## src/rtl/register_file_mp_if.sv

```systemverilog
// ----------------------------------------------------------------------------
// register_file_mp_if
// Bundles the read, write and reserve ports of the multi-port register file.
//
// Parameters: WIDTH (data bits), DEPTH (registers), NREAD, NWRITE.
// Signals:
//   rsel    NREAD*AW      read selects, port i = rsel[i*AW +: AW]
//   rdat    NREAD*WIDTH   read data,    port i = rdat[i*WIDTH +: WIDTH]
//   rbusy   NREAD         busy bit of the register selected by read port i
//   wen     NWRITE        write enables
//   wsel    NWRITE*AW     write selects
//   wdat    NWRITE*WIDTH  write data
//   rsv_en  1             reserve request (mark rsv_sel busy)
//   rsv_sel AW            register to reserve
// Modports: master drives selects/writes/reserve; slave is the register file.
// ----------------------------------------------------------------------------
interface register_file_mp_if #(
    parameter int WIDTH  = 32,
    parameter int DEPTH  = 32,
    parameter int NREAD  = 2,
    parameter int NWRITE = 1
) ();
    localparam int AW = $clog2(DEPTH);

    logic [NREAD*AW-1:0]     rsel;
    logic [NREAD*WIDTH-1:0]  rdat;
    logic [NREAD-1:0]        rbusy;
    logic [NWRITE-1:0]       wen;
    logic [NWRITE*AW-1:0]    wsel;
    logic [NWRITE*WIDTH-1:0] wdat;
    logic                    rsv_en;
    logic [AW-1:0]           rsv_sel;

    modport master (
        output rsel, wen, wsel, wdat, rsv_en, rsv_sel,
        input  rdat, rbusy
    );

    modport slave (
        input  rsel, wen, wsel, wdat, rsv_en, rsv_sel,
        output rdat, rbusy
    );
endinterface

```

## src/rtl/register_file_mp.sv

```systemverilog
// ----------------------------------------------------------------------------
// register_file_mp
// Parametrised multi-port integer register file with a per-register busy
// scoreboard (reserve at issue, clear at writeback).
//
// Ports:
//   CLK  in  clock, all state updates on posedge
//   RST  in  synchronous reset, active-high; clears registers and busy bits
//   bus  register_file_mp_if.slave: combinational reads (rsel/rdat/rbusy),
//        synchronous writes (wen/wsel/wdat), reserve (rsv_en/rsv_sel)
//
// Parameters: WIDTH, DEPTH (power of two), NREAD, NWRITE, ZERO_REG
//   (1 = register 0 reads zero, ignores writes and reserves).
//
// Optional feature, macro RF_BYPASS_EN: when defined, a read port whose select
// matches a same-cycle write returns that write data (highest-numbered port
// wins) and the next-state busy bit. Undefined: reads return current state.
// ----------------------------------------------------------------------------
module register_file_mp #(
    parameter int WIDTH    = 32,
    parameter int DEPTH    = 32,
    parameter int NREAD    = 2,
    parameter int NWRITE   = 1,
    parameter int ZERO_REG = 1
) (
    input logic               CLK,
    input logic               RST,
    register_file_mp_if.slave bus
);
    localparam int AW       = $clog2(DEPTH);
    localparam bit HAS_ZERO = (ZERO_REG != 0);

    logic [WIDTH-1:0]       regs   [DEPTH];
    logic [DEPTH-1:0]       busy;

    // Per-register view of this cycle's writes after collision resolution.
    logic [DEPTH-1:0]       wr_hit;
    logic [WIDTH-1:0]       wr_val [DEPTH];
    logic [DEPTH-1:0]       busy_nxt;

    logic [NREAD*WIDTH-1:0] rdat_c;
    logic [NREAD-1:0]       rbusy_c;

    // Later ports overwrite earlier ones, so the highest-numbered port wins a
    // collision on the same register.
    always_comb begin
        // NOTE: every combinational output gets a default first so no path
        // leaves it unassigned, which would otherwise infer a latch.
        wr_hit = '0;
        for (int r = 0; r < DEPTH; r++) wr_val[r] = '0;
        for (int j = 0; j < NWRITE; j++) begin
            if (bus.wen[j]) begin
                wr_hit[bus.wsel[j*AW +: AW]] = 1'b1;
                wr_val[bus.wsel[j*AW +: AW]] = bus.wdat[j*WIDTH +: WIDTH];
            end
        end
        if (HAS_ZERO) begin
            wr_hit[0] = 1'b0;
            wr_val[0] = '0;
        end
    end

    // Writeback clears busy; a reserve in the same cycle wins because it
    // names a newer producer for the register.
    always_comb begin
        busy_nxt = busy & ~wr_hit;
        if (bus.rsv_en && !(HAS_ZERO && bus.rsv_sel == '0))
            busy_nxt[bus.rsv_sel] = 1'b1;
    end

    always_ff @(posedge CLK) begin
        if (RST) begin
            // NOTE: the register array is reset explicitly because software
            // relies on every register reading zero after reset; this costs
            // a reset path on every storage bit, so it is not a free choice.
            for (int r = 0; r < DEPTH; r++) regs[r] <= '0;
            busy <= '0;
        end else begin
            // NOTE: state is updated with non-blocking assignments so every
            // register samples pre-edge values regardless of statement order.
            for (int r = 0; r < DEPTH; r++) begin
                if (wr_hit[r]) regs[r] <= wr_val[r];
            end
            busy <= busy_nxt;
        end
    end

    always_comb begin
        rdat_c  = '0;
        rbusy_c = '0;
        for (int i = 0; i < NREAD; i++) begin
            rdat_c[i*WIDTH +: WIDTH] = regs[bus.rsel[i*AW +: AW]];
            rbusy_c[i]               = busy[bus.rsel[i*AW +: AW]];
`ifdef RF_BYPASS_EN
            if (wr_hit[bus.rsel[i*AW +: AW]]) begin
                rdat_c[i*WIDTH +: WIDTH] = wr_val[bus.rsel[i*AW +: AW]];
                rbusy_c[i]               = busy_nxt[bus.rsel[i*AW +: AW]];
            end
`endif
            // Register 0 reads as zero even before its storage has been reset.
            if (HAS_ZERO && bus.rsel[i*AW +: AW] == '0) begin
                rdat_c[i*WIDTH +: WIDTH] = '0;
                rbusy_c[i]               = 1'b0;
            end
        end
    end

    assign bus.rdat  = rdat_c;
    assign bus.rbusy = rbusy_c;
endmodule

```

## src/flat_wrapper.sv

```systemverilog
// flat-port wrapper written by rule: the top's interface ports become plain ports
module register_file_mp_flat 
#(
    parameter int WIDTH    = 32,
    parameter int DEPTH    = 32,
    parameter int NREAD    = 2,
    parameter int NWRITE   = 1,
    parameter int ZERO_REG = 1
)
  (CLK, RST, bus_rsel, bus_wen, bus_wsel, bus_wdat, bus_rsv_en, bus_rsv_sel, bus_rdat, bus_rbusy);
  register_file_mp_if #(.WIDTH(WIDTH), .DEPTH(DEPTH), .NREAD(NREAD), .NWRITE(NWRITE)) bus_i ();
  input logic CLK;
  input logic RST;
  input wire logic [$bits(bus_i.rsel)-1:0] bus_rsel;
  input wire logic [$bits(bus_i.wen)-1:0] bus_wen;
  input wire logic [$bits(bus_i.wsel)-1:0] bus_wsel;
  input wire logic [$bits(bus_i.wdat)-1:0] bus_wdat;
  input wire logic [$bits(bus_i.rsv_en)-1:0] bus_rsv_en;
  input wire logic [$bits(bus_i.rsv_sel)-1:0] bus_rsv_sel;
  output wire logic [$bits(bus_i.rdat)-1:0] bus_rdat;
  output wire logic [$bits(bus_i.rbusy)-1:0] bus_rbusy;
  assign bus_i.rsel = bus_rsel;
  assign bus_i.wen = bus_wen;
  assign bus_i.wsel = bus_wsel;
  assign bus_i.wdat = bus_wdat;
  assign bus_i.rsv_en = bus_rsv_en;
  assign bus_i.rsv_sel = bus_rsv_sel;
  assign bus_rdat = bus_i.rdat;
  assign bus_rbusy = bus_i.rbusy;
  register_file_mp #(.WIDTH(WIDTH), .DEPTH(DEPTH), .NREAD(NREAD), .NWRITE(NWRITE), .ZERO_REG(ZERO_REG)) u_core (.CLK(CLK), .RST(RST), .bus(bus_i));
endmodule
```

## config.mk

```make
export PLATFORM = sky130hd
export DESIGN_NAME = register_file_mp_flat
export DESIGN_NICKNAME = d
export VERILOG_FILES = /design/src/rtl/register_file_mp_if.sv /design/src/rtl/register_file_mp.sv /design/src/flat_wrapper.sv
export SDC_FILE = /design/constraint.sdc
export NUM_CORES = 2
export LEC_CHECK = 0
export ABC_CLOCK_PERIOD_IN_PS = 2510
export CORE_MARGIN = 2
export CORE_UTILIZATION = 40
export CTS_CLUSTER_DIAMETER = 80
export DETAILED_ROUTE_END_ITERATION = 16
export GPL_TIMING_DRIVEN = 0
export HOLD_SLACK_MARGIN = 0.12
export SETUP_SLACK_MARGIN = 0.05
export SKIP_LAST_GASP = 1
export SLEW_MARGIN = 20
export SYNTH_ARGS = -nofsm -noshare
export SYNTH_HDL_FRONTEND = slang
export SYNTH_SLANG_ARGS = --single-unit
```

## constraint.sdc

```tcl
create_clock -name CLK -period 2.51 [get_ports CLK]
set_input_delay 0.502 -clock CLK [delete_from_list [all_inputs] [get_ports CLK]]
set_output_delay 0.502 -clock CLK [all_outputs]
set_load 0.05 [all_outputs]
```

==> results.cfg <==
[synth]
ys_ff_latch = 1023
syn_inst = 3839
async_flop_share_pct = 0
netlist_area_mm2 = 0.0526
synth-main-ff-cell = edfxtp_1
yosysUniqueCellTypes = 40
yosysSeqAreaShare_pct = 57.8
syn_nets = 3895
synth_edf_count = 992
yosys_warnings = 0
syn-mean-instance-area_um2 = 13.7

[route]
wl_mm = 189
vias = 36800
avgRoutedWirePerCell_um = 31.9
dr.pass1.iters = 6
viasPerCell = 6.21
route.detailed.drc = 0
drt_iter0_drc = 5475
ant_nets = 0

[clocking]
cts_buffer_depth = 3
cts_tree = built
cts_buffers = 106
h-tree-depth = 3
clock_sinks = 1023
clkTransAtPathRegs_ns = 0.06
clk_latency_ns = 0.71
clockRootBuffer = clkbuf_16

[layout]
finish.instance_area_mm2 = 0.0638
drive_gt1_share_pct = 31.0
multiInputGateArea_mm2 = 0.0227
fillers = 11300
seqCellArea_mm2 = 0.0304
nets = 4145
final_util_pct = 48.7
area_growth_pct = 21.2

[setup_path]
crit_required_ns = 2.01
worst_path_most_repeated_cell = buf_16
cp_max_fo = 10
path_buf_inv = 4
startpoint_type = primary input
worst_setup_path_end_kind = primary output
max_stage_delay_ns = 0.56
crit_type = primary input to primary output
worstPathCellList = buf_16 -> buf_16 -> buf_12 -> mux4_2 -> mux2i_4 -> o22ai_4 -> a211o_4 -> buf_6
cp.arrival_ns = 2.61
cp_slowest_cell = mux4_2
crit_family = multiplexers

[placed_design]
port_buffers = 111
pre_cts_ws_ns = -2.61
place_area_mm2 = 0.0570
gp_congestion = 0.959
dp_hpwl_mm = 136

[global_route]
grt_max_degree = 34
antenna_found_initial = 4
gr-total-overflow = 0
grt_util_all_layers_pct = 27.7
grt_pass1_wl_mm = 265
grt_pass1_vias = 36500

[timing]
worst_slew_pin_slew_ns = 1.02
rsz0062_at_grt = true
relSlewSlack_pct = 31.7
hold_violations = 0
fin_worst_skew_ns = 0
fin_crit_sh_pct = 124
max_freq_mhz = 321
fin_tns_setup_ns = -32.14
finalSetupViolations = 108
finalWorstSetupSlack_ns = -0.603
whs_ns = 0.478
fin_crit_ns = 3.11
slew_violations = 0

[floorplanning]
die_w_um = 367
initial_core_util_pct = 40.2
fp.dieH_um = 367
ios = 122
die-area_mm2 = 0.134
std_cell_rows = 133
coreArea_mm2 = 0.131

[pwr]
powerDensity_mw_per_mm2 = 687
total_leakage_power_nw = 20.7
ir_drop_uv = 489

[job]
cap_violations = 0

[hold_path]
hold_path_class = flip-flop to flip-flop

[outcome]
status = complete, but fails checks
violations = negative setup slack
[power breakdown]
| part | switching (mW) | total (mW) | internal [mW] |
|---|---|---|---|
| logic | 4.28 | 7.23 | 2.95 |
| clock network | 7.02 | 16.4 | 9.42 |
| registers | 0.467 | 20.1 | 19.7 |
| total | 11.8 | 43.8 | 32.0 |
[sequential cells by signal, indices dropped and copies added (netlist names)]
| register | cells |
|---|---|
| u_core.regs | 992 |
| u_core.busy | 31 |
[worst min-delay path: stages, from the launching register on]
cell,delay (ns)
dfxtp_2,0.32
inv_1,0.04
o21ai_0,0.07
[Yosys cell counts (14+ instances only)]
library cell / n / area [um2]
o31ai_1: 32 / 240
and3_1: 34 / 213
a211oi_1: 33 / 248
mux2_2: 66 / 743
edfxtp_1: 992 / 29800
a22o_1: 95 / 832
nand2_1: 181 / 679
o21ai_0: 49 / 245
buf_1: 20 / 75.1
o21ai_1: 31 / 155
a22oi_1: 32 / 240
buf_4: 14 / 105
nor2_1: 1029 / 3860
o22ai_1: 80 / 500
mux2i_1: 170 / 1700
mux4_2: 417 / 9390
buf_2: 57 / 285
inv_1: 32 / 120
clkbuf_1: 306 / 1150
buf_6: 18 / 203
a211o_1: 32 / 280
a31o_2: 31 / 272
dfxtp_1: 31 / 621
[worst paths after layout]
path,start,end,slack [ns],depth (start not counted)
max,bus_rsel[0],bus_rdat[15],-0.60,8
min reg2reg,u_core.busy[5]$_SDFF_PP0_,u_core.busy[5]$_SDFF_PP0_,0.48,2
max reg2reg,u_core.busy[7]$_SDFF_PP0_,u_core.busy[7]$_SDFF_PP0_,1.79,3
min,u_core.busy[5]$_SDFF_PP0_,u_core.busy[5]$_SDFF_PP0_,0.48,2
[placed cells by master (no fill, tap or decap), types with 19 or more instances in the layout]
cell             Yosys  final
o31ai_4              0     32
o22ai_1             80     41
a211oi_2             0     26
a31o_4               0     33
nor2_1            1029   1025
mux2_2              66     65
clkinv_2             0     27
nand2_1            181    176
mux2i_2              0     20
a211o_4              0     19
and3_1              34     34
a22o_1              95     72
o21ai_0             49     39
inv_1               32     32
o22ai_4              0     21
clkdlybuf4s50_1      0     41
clkbuf_2             1     85
a22o_4               0     23
o21ai_4              0     28
buf_12               1     37
a22oi_1             32     32
mux2i_1            170    122
buf_4               14     36
mux2i_4              0     28
dfxtp_1             31     24
clkbuf_16            0    115
clkbuf_4             0     30
mux4_2             417    430
edfxtp_1           992    992
clkbuf_1           306    187
clkbuf_8             0     21
buf_6               18     82
[cells by family (layout without fill, tap and decap cells)]
group / Yosys count / count (layout) / synth area share, %
and+or+nand+nor: 1282 / 1282 / 9.53
DFF: 1023 / 1023 / 57.8
muxes: 666 / 666 / 23.2
buffers and inverters: 449 / 784 / 3.73
AOI/OAI and AO/OA: 419 / 421 / 5.78
other: 0 / 1 / 0
[repair_timing]
item / in CTS / in global routing
cloned: 7 / 3
endpoints found under the setup margin: 1947 / 1281
hold buffers: 0 / 0
gates resized for setup: 1012 / 150
setup buffers: 19 / 5
pin swaps: 112 / 58
[layer usage]
metal / vias to the layer above / share of wire, % / GRT usage [%] / wire [um]
met3: 356 / 10 / 5.16 / 19700
met5: - / 0.022 / 0 / 41
met1: 19100 / 39 / 37.9 / 73600
li1: 15100 / - / - / -
met4: 6 / 4.3 / 10.5 / 8060
met2: 2209 / 46 / 44.1 / 88000
[area by class of cell]
cell class / instances / share of cell area [%]
sequential: 1023 / 47.7
tap: 1755 / 3.44
inverter: 32 / 0.188
timing repair buffer: 143 / 2.59
multi-input combinational: 2369 / 35.6
clock buffer: 128 / 4.47
buffer: 414 / 4.90
clock inverter: 67 / 1.10
antenna: 1 / 0.00392
[metrics by stage]
stage	cells	total power, mW
2_1_floorplan	3839	24.3
3_3_place_gp	5705	26.5
3_5_place_dp	5706	26.6
4_1_cts	5925	43.6
5_1_grt	5931	44.7
6_report	5932	43.8
(Power assumes the default switching activity.)
